## src/rtl/sram_serial_io_ctrl_p.sv

```systemverilog
// Serial-to-SRAM bridge: {addr,data} frames arrive LSB first on si_i and are then written to,
// or read back from, a synchronous single-port SRAM. Reads are unloaded serially on so_o.
module sram_serial_io_ctrl_p #(
  parameter int DATA_WIDTH   = 8,
  parameter int ADDR_WIDTH   = 9,
  parameter int READ_LATENCY = 1,
  parameter int AUTO_INC     = 1
) (
  input  logic                  clk_i,
  input  logic                  rst_i,
  input  logic                  bgn_i,
  input  logic                  si_i,
  input  logic                  load_n_i,
  input  logic [1:0]            ctrl_i,
  input  logic [DATA_WIDTH-1:0] pi_i,
  output logic                  rdy_o,
  output logic                  d_we_o,
  output logic                  cen_o,
  output logic                  so_o,
  output logic [ADDR_WIDTH-1:0] a_o,
  output logic [DATA_WIDTH-1:0] po_o
);

  localparam int FW = ADDR_WIDTH + DATA_WIDTH;
  localparam logic [ADDR_WIDTH-1:0] INC = (AUTO_INC != 0) ? ADDR_WIDTH'(1) : '0;
  localparam logic [2:0] LAT_M1 = 3'(READ_LATENCY - 1);

  typedef enum logic [2:0] {
    S_IDLE, S_SHIFT, S_WR, S_RD, S_RD_WAIT, S_DONE
  } state_t;

  state_t                state_q, state_d;
  logic [1:0]            op_q, op_d;
  logic [FW-1:0]         sr_q, sr_d;
  logic                  so_q, so_d;
  logic [2:0]            cnt_q, cnt_d;
  logic                  rdy_q, cen_q, d_we_q;
  logic [ADDR_WIDTH-1:0] addr_inc;

  assign addr_inc = sr_q[FW-1:DATA_WIDTH] + INC;

  always_comb begin
    state_d = state_q;
    op_d    = op_q;
    sr_d    = sr_q;
    so_d    = so_q;
    cnt_d   = cnt_q;
    if (!bgn_i) begin
      state_d = S_IDLE;
    end else begin
      case (state_q)
        S_IDLE: begin
          if (!load_n_i) begin
            op_d = ctrl_i;
            case (ctrl_i)
              2'b10:   state_d = S_RD;
              2'b11:   state_d = S_WR;
              default: state_d = S_SHIFT;
            endcase
          end
        end
        S_SHIFT: begin
          so_d = sr_q[0];
          if (op_q == 2'b00) sr_d = {si_i, sr_q[FW-1:1]};
          else sr_d[DATA_WIDTH-1:0] = {si_i, sr_q[DATA_WIDTH-1:1]};
          state_d = S_DONE;
        end
        S_WR: begin
          sr_d[FW-1:DATA_WIDTH] = addr_inc;
          state_d = S_DONE;
        end
        S_RD: begin
          cnt_d   = LAT_M1;
          state_d = S_RD_WAIT;
        end
        S_RD_WAIT: begin
          // Down-counter: SR is only touched on the terminal edge, so an abort leaves it intact.
          if (cnt_q == 3'd0) begin
            sr_d    = {addr_inc, pi_i};
            state_d = S_DONE;
          end else begin
            cnt_d = cnt_q - 3'd1;
          end
        end
        S_DONE: begin
          if (load_n_i) state_d = S_IDLE;
        end
        default: state_d = S_IDLE;
      endcase
    end
  end

  // Strobes are registered from the next state so the SRAM pins never glitch.
  always_ff @(posedge clk_i or posedge rst_i) begin
    if (rst_i) begin
      state_q <= S_IDLE;
      op_q    <= 2'b00;
      sr_q    <= '0;
      so_q    <= 1'b0;
      cnt_q   <= 3'd0;
      rdy_q   <= 1'b0;
      cen_q   <= 1'b1;
      d_we_q  <= 1'b1;
    end else begin
      state_q <= state_d;
      op_q    <= op_d;
      sr_q    <= sr_d;
      so_q    <= so_d;
      cnt_q   <= cnt_d;
      rdy_q   <= (state_d == S_DONE);
      cen_q   <= !((state_d == S_WR) || (state_d == S_RD));
      d_we_q  <= !(state_d == S_WR);
    end
  end

  assign rdy_o  = rdy_q;
  assign cen_o  = cen_q;
  assign d_we_o = d_we_q;
  assign so_o   = so_q;
  assign a_o    = sr_q[FW-1:DATA_WIDTH];
  assign po_o   = sr_q[DATA_WIDTH-1:0];

endmodule
```

## config.mk

```make
export PLATFORM = sky130hd
export DESIGN_NAME = sram_serial_io_ctrl_p
export DESIGN_NICKNAME = d
export VERILOG_FILES = /design/src/rtl/sram_serial_io_ctrl_p.sv
export SDC_FILE = /design/constraint.sdc
export NUM_CORES = 1
export LEC_CHECK = 0
export ABC_AREA = 0
export ABC_CLOCK_PERIOD_IN_PS = 2830
export BUFFER_PORTS_ARGS = -buffer_cell sky130_fd_sc_hd__buf_4
export CAP_MARGIN = 10
export CORE_ASPECT_RATIO = 1.4
export CORE_MARGIN = 2
export CORE_UTILIZATION = 57
export CTS_CLUSTER_DIAMETER = 50
export DETAILED_ROUTE_END_ITERATION = 10
export PLACE_DENSITY = 0.91
export SKIP_LAST_GASP = 1
export SLEW_MARGIN = 20
export SYNTH_ARGS = -nofsm -noshare
export SYNTH_HDL_FRONTEND = slang
export SYNTH_SLANG_ARGS = --single-unit
```

## constraint.sdc

```tcl
create_clock -name clk_i -period 2.83 [get_ports clk_i]
set_input_delay 0.1415 -clock clk_i [delete_from_list [all_inputs] [get_ports clk_i]]
set_output_delay 0.1415 -clock clk_i [all_outputs]
set_load 0.01 [all_outputs]
```

==> flow_metrics.env <==
export IMPL_final_layout_size_suffix_gt1_frac=0.3146
export IMPL_syn_nets=191
export IMPL_synthesis_area_per_instance_um2=9.894
export IMPL_first_iter_violations=51
export IMPL_total_power_w=0.002018
export IMPL_period_share=0.7027
export IMPL_critPathTopFamily="simple AND/OR/NAND/NOR gates"
export IMPL_worst_skew_pair_later_pin_latency_ns=0.28
export IMPL_final_cell_area_um2=2098
export IMPL_grt_first_pass_wirelength_mm=6.279
export IMPL_cp_cell_sequence="nor4b_2 > o21ai_4 > nand2_2 > mux2_2"
export IMPL_critPathLaunch="state_q[0]"
export IMPL_register_to_register_setup_slack_ns=0.84
export IMPL_detailed_router_iteration_count_before_antenna_repair=5
export IMPL_crit_buf_inv=0
export IMPL_synth_top_area_cell="sky130_fd_sc_hd__dfrtp_1"
export IMPL_hold_path_class="primary input to flop"
export IMPL_number_of_hold_violations_in_the_final_report=0
export IMPL_setup_worst_path_start_class="flop"
export IMPL_highest_count_cells_in_the_layout_ignoring_fill_and_taps="sky130_fd_sc_hd__buf_4, sky130_fd_sc_hd__dfrtp_1, sky130_fd_sc_hd__nand2_1, sky130_fd_sc_hd__mux2i_1, sky130_fd_sc_hd__o21ai_0"
export IMPL_horizontal_extent_of_the_die_um=50.32
export IMPL_worst_path_largest_cell_delay_ns=0.62
export IMPL_hold_path_depth=2
export IMPL_mapped_area_um2=1712
export IMPL_totalWireLength_mm=4.018
export IMPL_required_time_worst_endpoint_ns=3.00
export IMPL_cp_max_fo=13
export IMPL_timing_rr_end="sr_q[9]"
export IMPL_post_cts_setup_buffer_count=0
export IMPL_grt_setup_unrepaired="no"
export IMPL_synth_top_area_share=0.3947
export IMPL_ys_warn_count=0
export IMPL_clockRootBuffer="sky130_fd_sc_hd__clkbuf_8"
export IMPL_setup_viol_count_final=0
export IMPL_p_clk_frac=0.168
export IMPL_finalNetCount=230
export IMPL_port_buffer_cells=35
export IMPL_final_skew_ns=0.003897
export IMPL_netSwitchingPower_w=0.0008152
export IMPL_htree_num_levels=2
export IMPL_ctsResizeCount=0
export IMPL_cp_data_arrival_time_ns=2.15
export IMPL_power_switching_share=0.4039
export IMPL_cts_reportedPaths_clkPinSlew_ns=0.07
export IMPL_netlist_cell_type_count=45
export IMPL_vdd_ir_drop_max_mv=0.6958
export IMPL_detail_route_wl_per_cell_um=16.07
export IMPL_setup_worst_path_class="flop to flop"
export IMPL_final_standard_cell_utilization_of_the_core=0.7291
export IMPL_io_pin_count=36
export IMPL_floorplan_die_height_um=68.84
export IMPL_detail_route_antenna_nets=0
export IMPL_finalWeightedCongestion=0.8526
export IMPL_ys_dominant_reg_cell="sky130_fd_sc_hd__dfrtp_1"
export IMPL_viasPerCell=5.976
export IMPL_number_of_antenna_violations_at_the_first_check_in_global_routing=0
export IMPL_placedInstanceArea_um2=2002
export IMPL_remaining_drc_errors=0
export IMPL_grtUsageTotal=0.2464
export IMPL_cts_hold_buf=0
export IMPL_crit_slowest_cell="sky130_fd_sc_hd__dfrtp_1"
export IMPL_result_of_the_run="finished clean"
export IMPL_number_of_enable_flip_flop_cells_after_synthesis=0
export IMPL_cts_buffer_depth=2
export IMPL_slew_viol_final=0
export IMPL_maximum_number_of_pins_on_one_net_before_global_route_repair=30
export IMPL_crit_path_end_kind="flop"
export IMPL_post_place_cells=241
export IMPL_globalRoute_totalOverflow=0
export IMPL_floorplan_initialDensity=0.5948
export IMPL_final_common_cell="sky130_fd_sc_hd__buf_4"
export IMPL_grt_pass1_vias=1345
export IMPL_postSynth_asyncResetShare=1.000
export IMPL_ys_seq_elements=29
export IMPL_syn_inst=173
export IMPL_seqPwrFrac=0.388
export IMPL_dp_hpwl_mm=2.872
export IMPL_num_rows=23
export IMPL_coreArea_um2=2878
export IMPL_rel_slew_slack=0.6031
export IMPL_ys_top_cells_by_area="sky130_fd_sc_hd__dfrtp_1, sky130_fd_sc_hd__mux2i_1, sky130_fd_sc_hd__mux2_2"
export IMPL_p_comb_frac=0.444
export IMPL_leakage_component_of_the_power_nw=0.9462
export IMPL_area_growth_synth_to_finish_pct=22.59
export IMPL_maxCapViolations=0
export IMPL_tritoncts="yes"
export IMPL_worst_pin_slew_ns=0.5944
export IMPL_hold_startpoint="ctrl_i[1]"
export IMPL_floorplan_die_area_um2=3464
export IMPL_max_freq_mhz=502.9
export IMPL_routed_via_count=1494
export IMPL_p_per_area_nw_per_um2=961.9
export IMPL_r2r_start="state_q[0]"
export IMPL_hold_path_endpoint="cen_o"
export IMPL_internal_power_w=0.001203
export IMPL_nFillCells=216
export IMPL_cts_inserted_buffers=5
export IMPL_final_period_minus_worst_setup_slack_ns=1.989
export IMPL_cts_sinks=29
export IMPL_antenna_diode_count=0
export IMPL_r2r_worst_path_cells=4
export IMPL_setup_total_negative_slack_ns=0
export IMPL_seq_area_frac_synth=0.4254
export IMPL_finalNonFillerCells=250
layout make-up:
cell class	count	area [µm²]	area share
inverter	11	41.29	0.01968
sequential	29	728.2	0.3470
tap	37	46.29	0.02206
timing repair buffer	39	295.3	0.1407
clock inverter	3	17.52	0.008348
multi-input combinational	126	900.9	0.4293
clock buffer	5	68.82	0.03280
worst max-delay path by stage:
stage / endpoint / slack, ns / cells past startpoint
after floorplan: sr_q[9] / 1.21 / 6
after global placement: sr_q[9] / 1.02 / 4
after detailed placement: sr_q[9] / 0.91 / 4
after CTS: sr_q[9] / 0.86 / 4
after global routing: sr_q[9] / 0.74 / 4
final: sr_q[9] / 0.84 / 4
power groups by stage:
| stage | Combinational [W] | Clock, W | Sequential (W) |
|---|---|---|---|
| after global routing | 0.000984 | 0.000363 | 0.000808 |
| after global placement | 0.000851 | 0 | 0.000763 |
| after floorplan | 0.000561 | 0 | 0.000764 |
| after CTS | 0.000901 | 0.000348 | 0.000776 |
| after detailed placement | 0.000895 | 0 | 0.000781 |
| final | 0.000896 | 0.000340 | 0.000782 |
synthesized netlist by cell type, types with 2 or more instances:
cell type,n
sky130_fd_sc_hd__inv_1,11
sky130_fd_sc_hd__a22oi_1,7
sky130_fd_sc_hd__a21oi_1,5
sky130_fd_sc_hd__buf_2,3
sky130_fd_sc_hd__nand2_1,20
sky130_fd_sc_hd__o21ai_0,11
sky130_fd_sc_hd__buf_4,3
sky130_fd_sc_hd__and4_1,2
sky130_fd_sc_hd__nor2b_1,3
sky130_fd_sc_hd__dfrtp_1,27
sky130_fd_sc_hd__a21o_1,2
sky130_fd_sc_hd__ha_1,3
sky130_fd_sc_hd__nor2_1,6
sky130_fd_sc_hd__nand3_1,7
sky130_fd_sc_hd__dfstp_2,2
sky130_fd_sc_hd__mux2_2,8
sky130_fd_sc_hd__nor2_2,2
sky130_fd_sc_hd__nand4_1,4
sky130_fd_sc_hd__a2bb2oi_1,3
sky130_fd_sc_hd__o21bai_1,3
sky130_fd_sc_hd__and2_1,2
sky130_fd_sc_hd__a22o_1,4
sky130_fd_sc_hd__mux2i_1,13
sequential cells by signal (all words and copies together), names as in the netlist:
| name | flops |
|---|---|
| sr_q | 17 |
| d_we_o | 1 |
| so_o | 1 |
| cen_o | 1 |
| state_q | 3 |
| rdy_o | 1 |
| cnt_q | 3 |
| op_q | 2 |
through the flow:
step	hold WS, ns	setup WS [ns]
after global routing	0.02426	0.7444
final	0.01333	0.8414
after CTS	0.009445	0.8617
after global placement	0.3013	1.021
after detailed placement	0.3147	0.9150
after floorplan	0.1808	1.205
cell families after synthesis:
kind of cell / after synthesis / share of synthesized area
AND/OR/NAND/NOR: 57 / 0.1849
AO/OA/AOI/OAI: 44 / 0.1813
flip-flops: 29 / 0.4254
multiplexers: 21 / 0.1287
buffers and inverters: 18 / 0.04824
adder cells (fa/ha/maj): 3 / 0.02193
XOR/XNOR: 1 / 0.009505
layer usage:
layer	global-route usage	vias to the layer above	wire length, µm
li1	-	712	-
met1	0.2780	726	1582
met2	0.4342	46	2164
met3	0.06250	10	179
met4	0.1216	0	91
met5	0	-	0
worst register-to-register path, cell delays in order (launching register included):
cell                      delay [ns]
sky130_fd_sc_hd__dfrtp_1        0.62
sky130_fd_sc_hd__nor4b_2        0.52
sky130_fd_sc_hd__o21ai_4        0.16
sky130_fd_sc_hd__nand2_2        0.20
sky130_fd_sc_hd__mux2_2         0.37
Note: power is estimated with default switching activity, not from simulation.
